<file path="config.mk">
export PLATFORM = sky130hd
export DESIGN_NAME = register_scoreboard
export DESIGN_NICKNAME = d
export VERILOG_FILES = /design/src/rtl/register_scoreboard.sv
export SDC_FILE = /design/constraint.sdc
export NUM_CORES = 1
export LEC_CHECK = 0
export CAP_MARGIN = 20
export CORE_AREA = 2 2 98 194
export CTS_CLUSTER_DIAMETER = 120
export DETAILED_ROUTE_END_ITERATION = 8
export DIE_AREA = 0 0 100 196
export HOLD_SLACK_MARGIN = 0.06
export PLACE_DENSITY = 0.75
export SYNTH_ARGS = -nofsm -noshare
export SYNTH_HDL_FRONTEND = slang
export SYNTH_SLANG_ARGS = --single-unit
export TNS_END_PERCENT = 5
</file>
<file path="constraint.sdc">
create_clock -name clk_i -period 4.3 [get_ports clk_i]
set_input_delay 0.86 -clock clk_i [delete_from_list [all_inputs] [get_ports clk_i]]
set_output_delay 0.86 -clock clk_i [all_outputs]
set_load 0.05 [all_outputs]
</file>
<file path="src/rtl/register_scoreboard.sv">
// Register scoreboard for the ID stage. It tracks destination registers whose results cannot be forwarded yet and raises a stall on RAW or WAW hazards against them.
// Optional build macro SCOREBOARD_STATS_EN adds a saturating stall-cycle counter output (stall_cycles_o).
module register_scoreboard #(
  parameter int NUM_REGS = 32,
  parameter int CNT_W    = 3,
  parameter int MAX_LAT  = 7
) (
  input  logic                clk_i,
  input  logic                rst_i,
  input  logic                issue_valid_i,
  input  logic                issue_regwrite_i,
  input  logic [4:0]          issue_rd_i,
  input  logic [CNT_W-1:0]    issue_lat_i,
  input  logic [4:0]          issue_rs_i,
  input  logic [4:0]          issue_rt_i,
  input  logic                issue_use_rt_i,
  input  logic                flush_i,
  output logic                stall_o,
  output logic [NUM_REGS-1:0] pending_o
`ifdef SCOREBOARD_STATS_EN
  ,
  output logic [31:0]         stall_cycles_o
`endif
);

  localparam logic [CNT_W-1:0] MAX_LAT_C = CNT_W'(MAX_LAT);

  // Register 0 is hard-wired zero, so it has no counter.
  logic [CNT_W-1:0]    cnt_reg [1:NUM_REGS-1];
  logic [NUM_REGS-1:0] raw_a_hit;
  logic [NUM_REGS-1:0] raw_b_hit;
  logic [NUM_REGS-1:0] waw_hit;
  logic [NUM_REGS-1:0] wr_sel;
  logic [CNT_W-1:0]    lat_c;
  logic                hazard;
  logic                accept;

  assign lat_c = (issue_lat_i > MAX_LAT_C) ? MAX_LAT_C : issue_lat_i;

  assign raw_a_hit[0] = 1'b0;
  assign raw_b_hit[0] = 1'b0;
  assign waw_hit[0]   = 1'b0;
  assign wr_sel[0]    = 1'b0;
  assign pending_o[0] = 1'b0;

  genvar gi;
  generate
    for (gi = 1; gi < NUM_REGS; gi++) begin : g_reg
      logic nz;
      assign nz = (cnt_reg[gi] != '0);

      assign raw_a_hit[gi] = (issue_rs_i == 5'(gi)) && nz;
      assign raw_b_hit[gi] = issue_use_rt_i && (issue_rt_i == 5'(gi)) && nz;
      // An in-flight write that lands after the new one would clobber it.
      assign waw_hit[gi]   = issue_regwrite_i && (issue_rd_i == 5'(gi)) &&
                             (cnt_reg[gi] > lat_c);
      assign wr_sel[gi]    = accept && issue_regwrite_i && (issue_rd_i == 5'(gi));
      assign pending_o[gi] = nz;

      always_ff @(posedge clk_i) begin
        if (!rst_i) begin
          cnt_reg[gi] <= '0;
        end else if (wr_sel[gi]) begin
          cnt_reg[gi] <= lat_c;
        end else if (nz) begin
          cnt_reg[gi] <= cnt_reg[gi] - CNT_W'(1);
        end
      end
    end
  endgenerate

  assign hazard  = (|raw_a_hit) || (|raw_b_hit) || (|waw_hit);
  assign stall_o = issue_valid_i && !flush_i && hazard;
  assign accept  = issue_valid_i && !flush_i && !hazard;

`ifdef SCOREBOARD_STATS_EN
  logic [31:0] stall_cycles_reg;

  always_ff @(posedge clk_i) begin
    if (!rst_i) begin
      stall_cycles_reg <= '0;
    end else if (stall_o && (stall_cycles_reg != 32'hFFFF_FFFF)) begin
      stall_cycles_reg <= stall_cycles_reg + 32'd1;
    end
  end

  assign stall_cycles_o = stall_cycles_reg;
`endif

endmodule

</file>
After elaboration in Yosys (flattened, before gate mapping)
Memories as Yosys holds them, arrays and structs flattened.
Cells that the tools add are included.
- add/subtract/negate cells: 31
- order comparisons: 32
- equal/unequal tests: 93
- mux-type cells: 281
- bitwise logic cells: 62
- reductions and logical operators: 228
- operator list (cell ; number):
    $eq 5x5->1 const B ; 48
    $mux 1 ; 218
    $logic_and 1x1->1 ; 190
    $mux 3 ; 63
    $eq 5x4->1 const B ; 24
    $gt 3x3->1 ; 31
    $reduce_bool 3->1 ; 31
    $reduce_or 31->1 ; 3
    $sub 3x1->3 const B ; 31
    $or 1x1->1 ; 62
    $eq 5x3->1 const B ; 12
    $eq 5x2->1 const B ; 6
    $eq 5x1->1 const B ; 3
    $gt 3x3->1 const B ; 1
    $logic_not 1->1 ; 2
    $logic_or 1x1->1 ; 2
- register bits: 0
- bits in writable memories: 93
- input bits: 24
- output and inout port bits: 33
- logic and storage cells: 728
- memories kept: 1
- memory list (memory ; depth ; width ; rd ports ; clocked after Yosys merged registers in ; wr ports ; RTL line ; RTL):
    cnt_reg ; 31 ; 3 ; 31 ; 0 ; 31 ; 29 ; logic [CNT_W-1:0] cnt_reg [1:NUM_REGS-1];

Logic depth before layout (Yosys ltp)
- depth after elaboration: 15
- gate-level depth with buffers: 13
- gate-level depth less buffers: 11

Worst setup path after synthesis
OpenSTA, ideal clock, no wires.
- kind: input to output
- start: in issue_lat_i[0]
- end: out stall_o
- arrival time: 3.570 ns
- required time: 3.440 ns
- setup slack: -0.130 ns
- stages: 11
- buffers on the path: 2
- cell sequence: clkbuf_1 -> ha_1 -> nor2b_1 -> o21a_1 -> o211ai_1 -> and4_1 -> nand4_1 -> nor3_2 -> buf_6 -> a21oi_1 -> a21o_1
- longest elaborated chain between the ends: 7
- elaborated cells between the ends (all ways): 67
- classes of those cells: order compare (32); mux (1); reduce/logical (34)
- RTL lines (what ; RTL line ; RTL):
    start, declared ; 13 ; input logic [CNT_W-1:0] issue_lat_i,
    $gt 3x3->1 ; 38 ; assign lat_c = (issue_lat_i > MAX_LAT_C) ? MAX_LAT_C : issue_lat_i;
    $mux 3 * ; 38 ;
    $gt 3x3->1 ; 56 ; (cnt_reg[gi] > lat_c);
    $logic_and 1x1->1 ; 55 ; assign waw_hit[gi] = issue_regwrite_i && (issue_rd_i == 5'(gi)) &&
    $reduce_or 31->1 * ; 72 ; assign hazard = (|raw_a_hit) || (|raw_b_hit) || (|waw_hit);
    $logic_or 1x1->1 * ; 72 ;
    $logic_and 1x1->1 * ; 73 ; assign stall_o = issue_valid_i && !flush_i && hazard;
    end, declared ; 18 ; output logic stall_o,
Every way passes the cells marked *; elsewhere a longest branch is shown, timed or not.

Worst setup path after layout
- start: in issue_rd_i[0]
- end: out stall_o
- longest elaborated chain between the ends: 6
- elaborated cells between the ends (all ways): 96
- classes of those cells: eq/ne (31); reduce/logical (65)
- RTL lines (what ; RTL line ; RTL):
    start, declared ; 12 ; input logic [4:0] issue_rd_i,
    $eq 5x1->1 (tied with other cells) ; 55 ;
    $logic_and 1x1->1 (2 in a row) ; 55 ;
    $reduce_or 31->1 * ; 72 ;
    $logic_or 1x1->1 * ; 72 ;
    $logic_and 1x1->1 * ; 73 ;
Marked as above.

==> flow_summary.toml <==
[run_status]
status = "complete, no violations"

[critical_path]
r2r_cells = 12
critPathCaptureType = "primary output"
required_ps = 3440
start_kind = "input port"
rr_endpoint = "cnt_reg[1][42]"
arrival_ps = 3380
rrSetupSlack_ps = 760
rr_startpoint = "cnt_reg[0][39]"
cp_max_fo = 6
worstSetupPathType = "input port to primary output"

[timing]
setup_viol = 0
max-slew-margin-rel_pct = 36.9
fmax_mhz = 236
hold_slack_ps = 694
final-hold-violation-count = 0
worstMarginPinSlew_ps = 944
rsz0062_at_grt = "false"
finalClockSkew_ps = 8.63
setup_ws_ps = 61.3
slew_violations = 0
finalCriticalPeriod_ps = 4240
finalSetupTns_ps = 0
period_share_pct = 98.6

[floorplanning]
die_h_microns = 196
io_pins = 57
die_w_microns = 100
start_util_pct = 54.5
die_area_sq_mm = 0.0196
fp-row-count = 70
core_area_sq_mm = 0.0182

[global_routing]
grt.total_usage_pct = 29.6
grt_pass1_wl_microns = 44900
first_global_vias = 8579
grt.overflow.total = 0
grt_antenna_before_repair = 0
grt_max_degree = 96

[placement]
place_congestion = 0.999
hpwl_microns = 21400
placement.setup.worst_slack_ps = -250
io_buffers = 55

[logic_synthesis]
synth_warnings = 0
ys_seq_area_share_pct = 28.2
syn_nets = 1214
synth_edf_count = 93
synth.cell_area_sq_mm = 0.00992
synthArstFlopShare_pct = 0
synth_flop_cell = "edfxtp_1"
ys_ff_latch = 93
syn_avg_cell_area_sq_um = 9.58
yosysUniqueCellTypes = 56
synth_cells = 1035

[pwr]
ir_worst_vdd_mv = 0.636
p_leak_nw = 5.35
total_power_w = 0.00719
powerDensity_mw_per_mm2 = 634

[flow_run]
cap_violations = 0

[clock_tree]
cts.path.max_buffers = 2
clock-sinks = 93
htree_levels = 3
clock_latency_ps = 360
postCtsHoldBufs = 0
root_buffer = "clkbuf_16"
cts_buffers = 9
cts_tree = "done"
clk_pin_slew_ps = 60

[cells_and_area]
n_antenna_cell = 0
final_common_cell = "ha_1"
mostFrequentLayoutCells = "ha_1, edfxtp_1, inv_1, mux2i_1, buf_4"
drive_gt1_share_pct = 14.4
area_delta_synth_final_pct = 14.3
nets = 1277
largest_register_ffs = 93

[route]
first_pass_iters = 5
wl_microns = 28300
drc = 0
wl_per_cell_microns = 21.4
ant_nets = 0
vias = 8276
via_per_inst = 6.28
drtIter0Drc = 521

[worst_hold_path]
worstHoldPathType = "flip-flop to flip-flop"
whs_path_depth = 3
worstHoldStart = "cnt_reg[0][33]"
holdPathEnd = "cnt_reg[0][33]"
==> routing by layer <==
metal | GRT usage, % | routed length (microns) | vias up
li1 | - | - | 3902
met1 | 32.0 | 10100 | 3966
met2 | 52.5 | 14700 | 295
met3 | 3.38 | 1350 | 113
met4 | 20.7 | 2160 | 0
met5 | 0 | 0 | -
==> through the flow <==
step	cells	area, sq um	utilization [%]
after floorplan	1035	9920	-
after global placement	1297	10900	60.0
after detailed placement	1297	10900	60.0
after CTS	1317	11300	62.2
after global routing	1318	11300	62.2
final	1318	11300	62.2
==> worst max path at each step <==
stage / start / to / slack (ps) / cells past startpoint
finish: issue_rd_i[0] / stall_o / 60 / 12
global route: issue_lat_i[2] / stall_o / 7 / 14
CTS: issue_lat_i[0] / stall_o / 3 / 13
detailed placement: issue_lat_i[1] / stall_o / -250 / 13
global placement: issue_lat_i[1] / stall_o / -200 / 13
floorplan: issue_lat_i[1] / stall_o / 70 / 11
==> critical path, stage by stage <==
cell and delay, ps:
clkdlybuf4s50_1 610, nand2b_1 330, nor3_1 120, buf_4 160, o211ai_1 130, buf_4 170, nand4_1 130, nor3_2 270
buf_4 170, a21oi_1 60, a21o_1 200, buf_6 160
==> cells in the mapped netlist, types with 32 or more instances <==
cell | instances | area (sq um)
nor2_1 | 46 | 173
ha_1 | 155 | 1940
edfxtp_1 | 93 | 2790
nor2b_1 | 55 | 344
inv_1 | 90 | 338
nand2_1 | 48 | 180
nand3_1 | 68 | 340
buf_4 | 35 | 263
mux2i_1 | 84 | 841
nand3b_1 | 32 | 240
clkbuf_1 | 36 | 135
==> area by class of cell <==
| type | count | area, sq um |
|---|---|---|
| Sequential cell | 93 | 2790 |
| Tap cell | 216 | 270 |
| Inverter | 90 | 345 |
| Clock inverter | 3 | 37.5 |
| Multi-Input combinational cell | 769 | 6370 |
| Clock buffer | 12 | 236 |
| Fill cell | 1516 | 6880 |
| Timing Repair Buffer | 135 | 1290 |
==> power breakdown <==
group          total [W]  switching (W)  internal, W
registers        0.00182       0.000254      0.00156
clock network   0.000789       0.000344     0.000445
logic            0.00459        0.00276      0.00183
total            0.00719        0.00336      0.00383
==> kinds of logic after synthesis <==
logic type / after synthesis / synth area share, %
AND/OR/NAND/NOR: 361 / 21.8
buffers and inverters: 173 / 8.03
adder cells (fa/ha/maj): 155 / 19.6
AO/OA/AOI/OAI: 136 / 10.0
multiplexers: 116 / 12.4
flip-flops: 93 / 28.2
other: 1 / 0.0378
==> repair_timing <==
action	4_1_cts	5_1_grt
pin swaps	6	7
endpoints found under the setup margin	1	1
buffers inserted	4	1
resized for setup	11	4
endpoints found under the hold margin	0	0
cloned	1	0
Note: power is estimated with default switching activity, not from simulation.
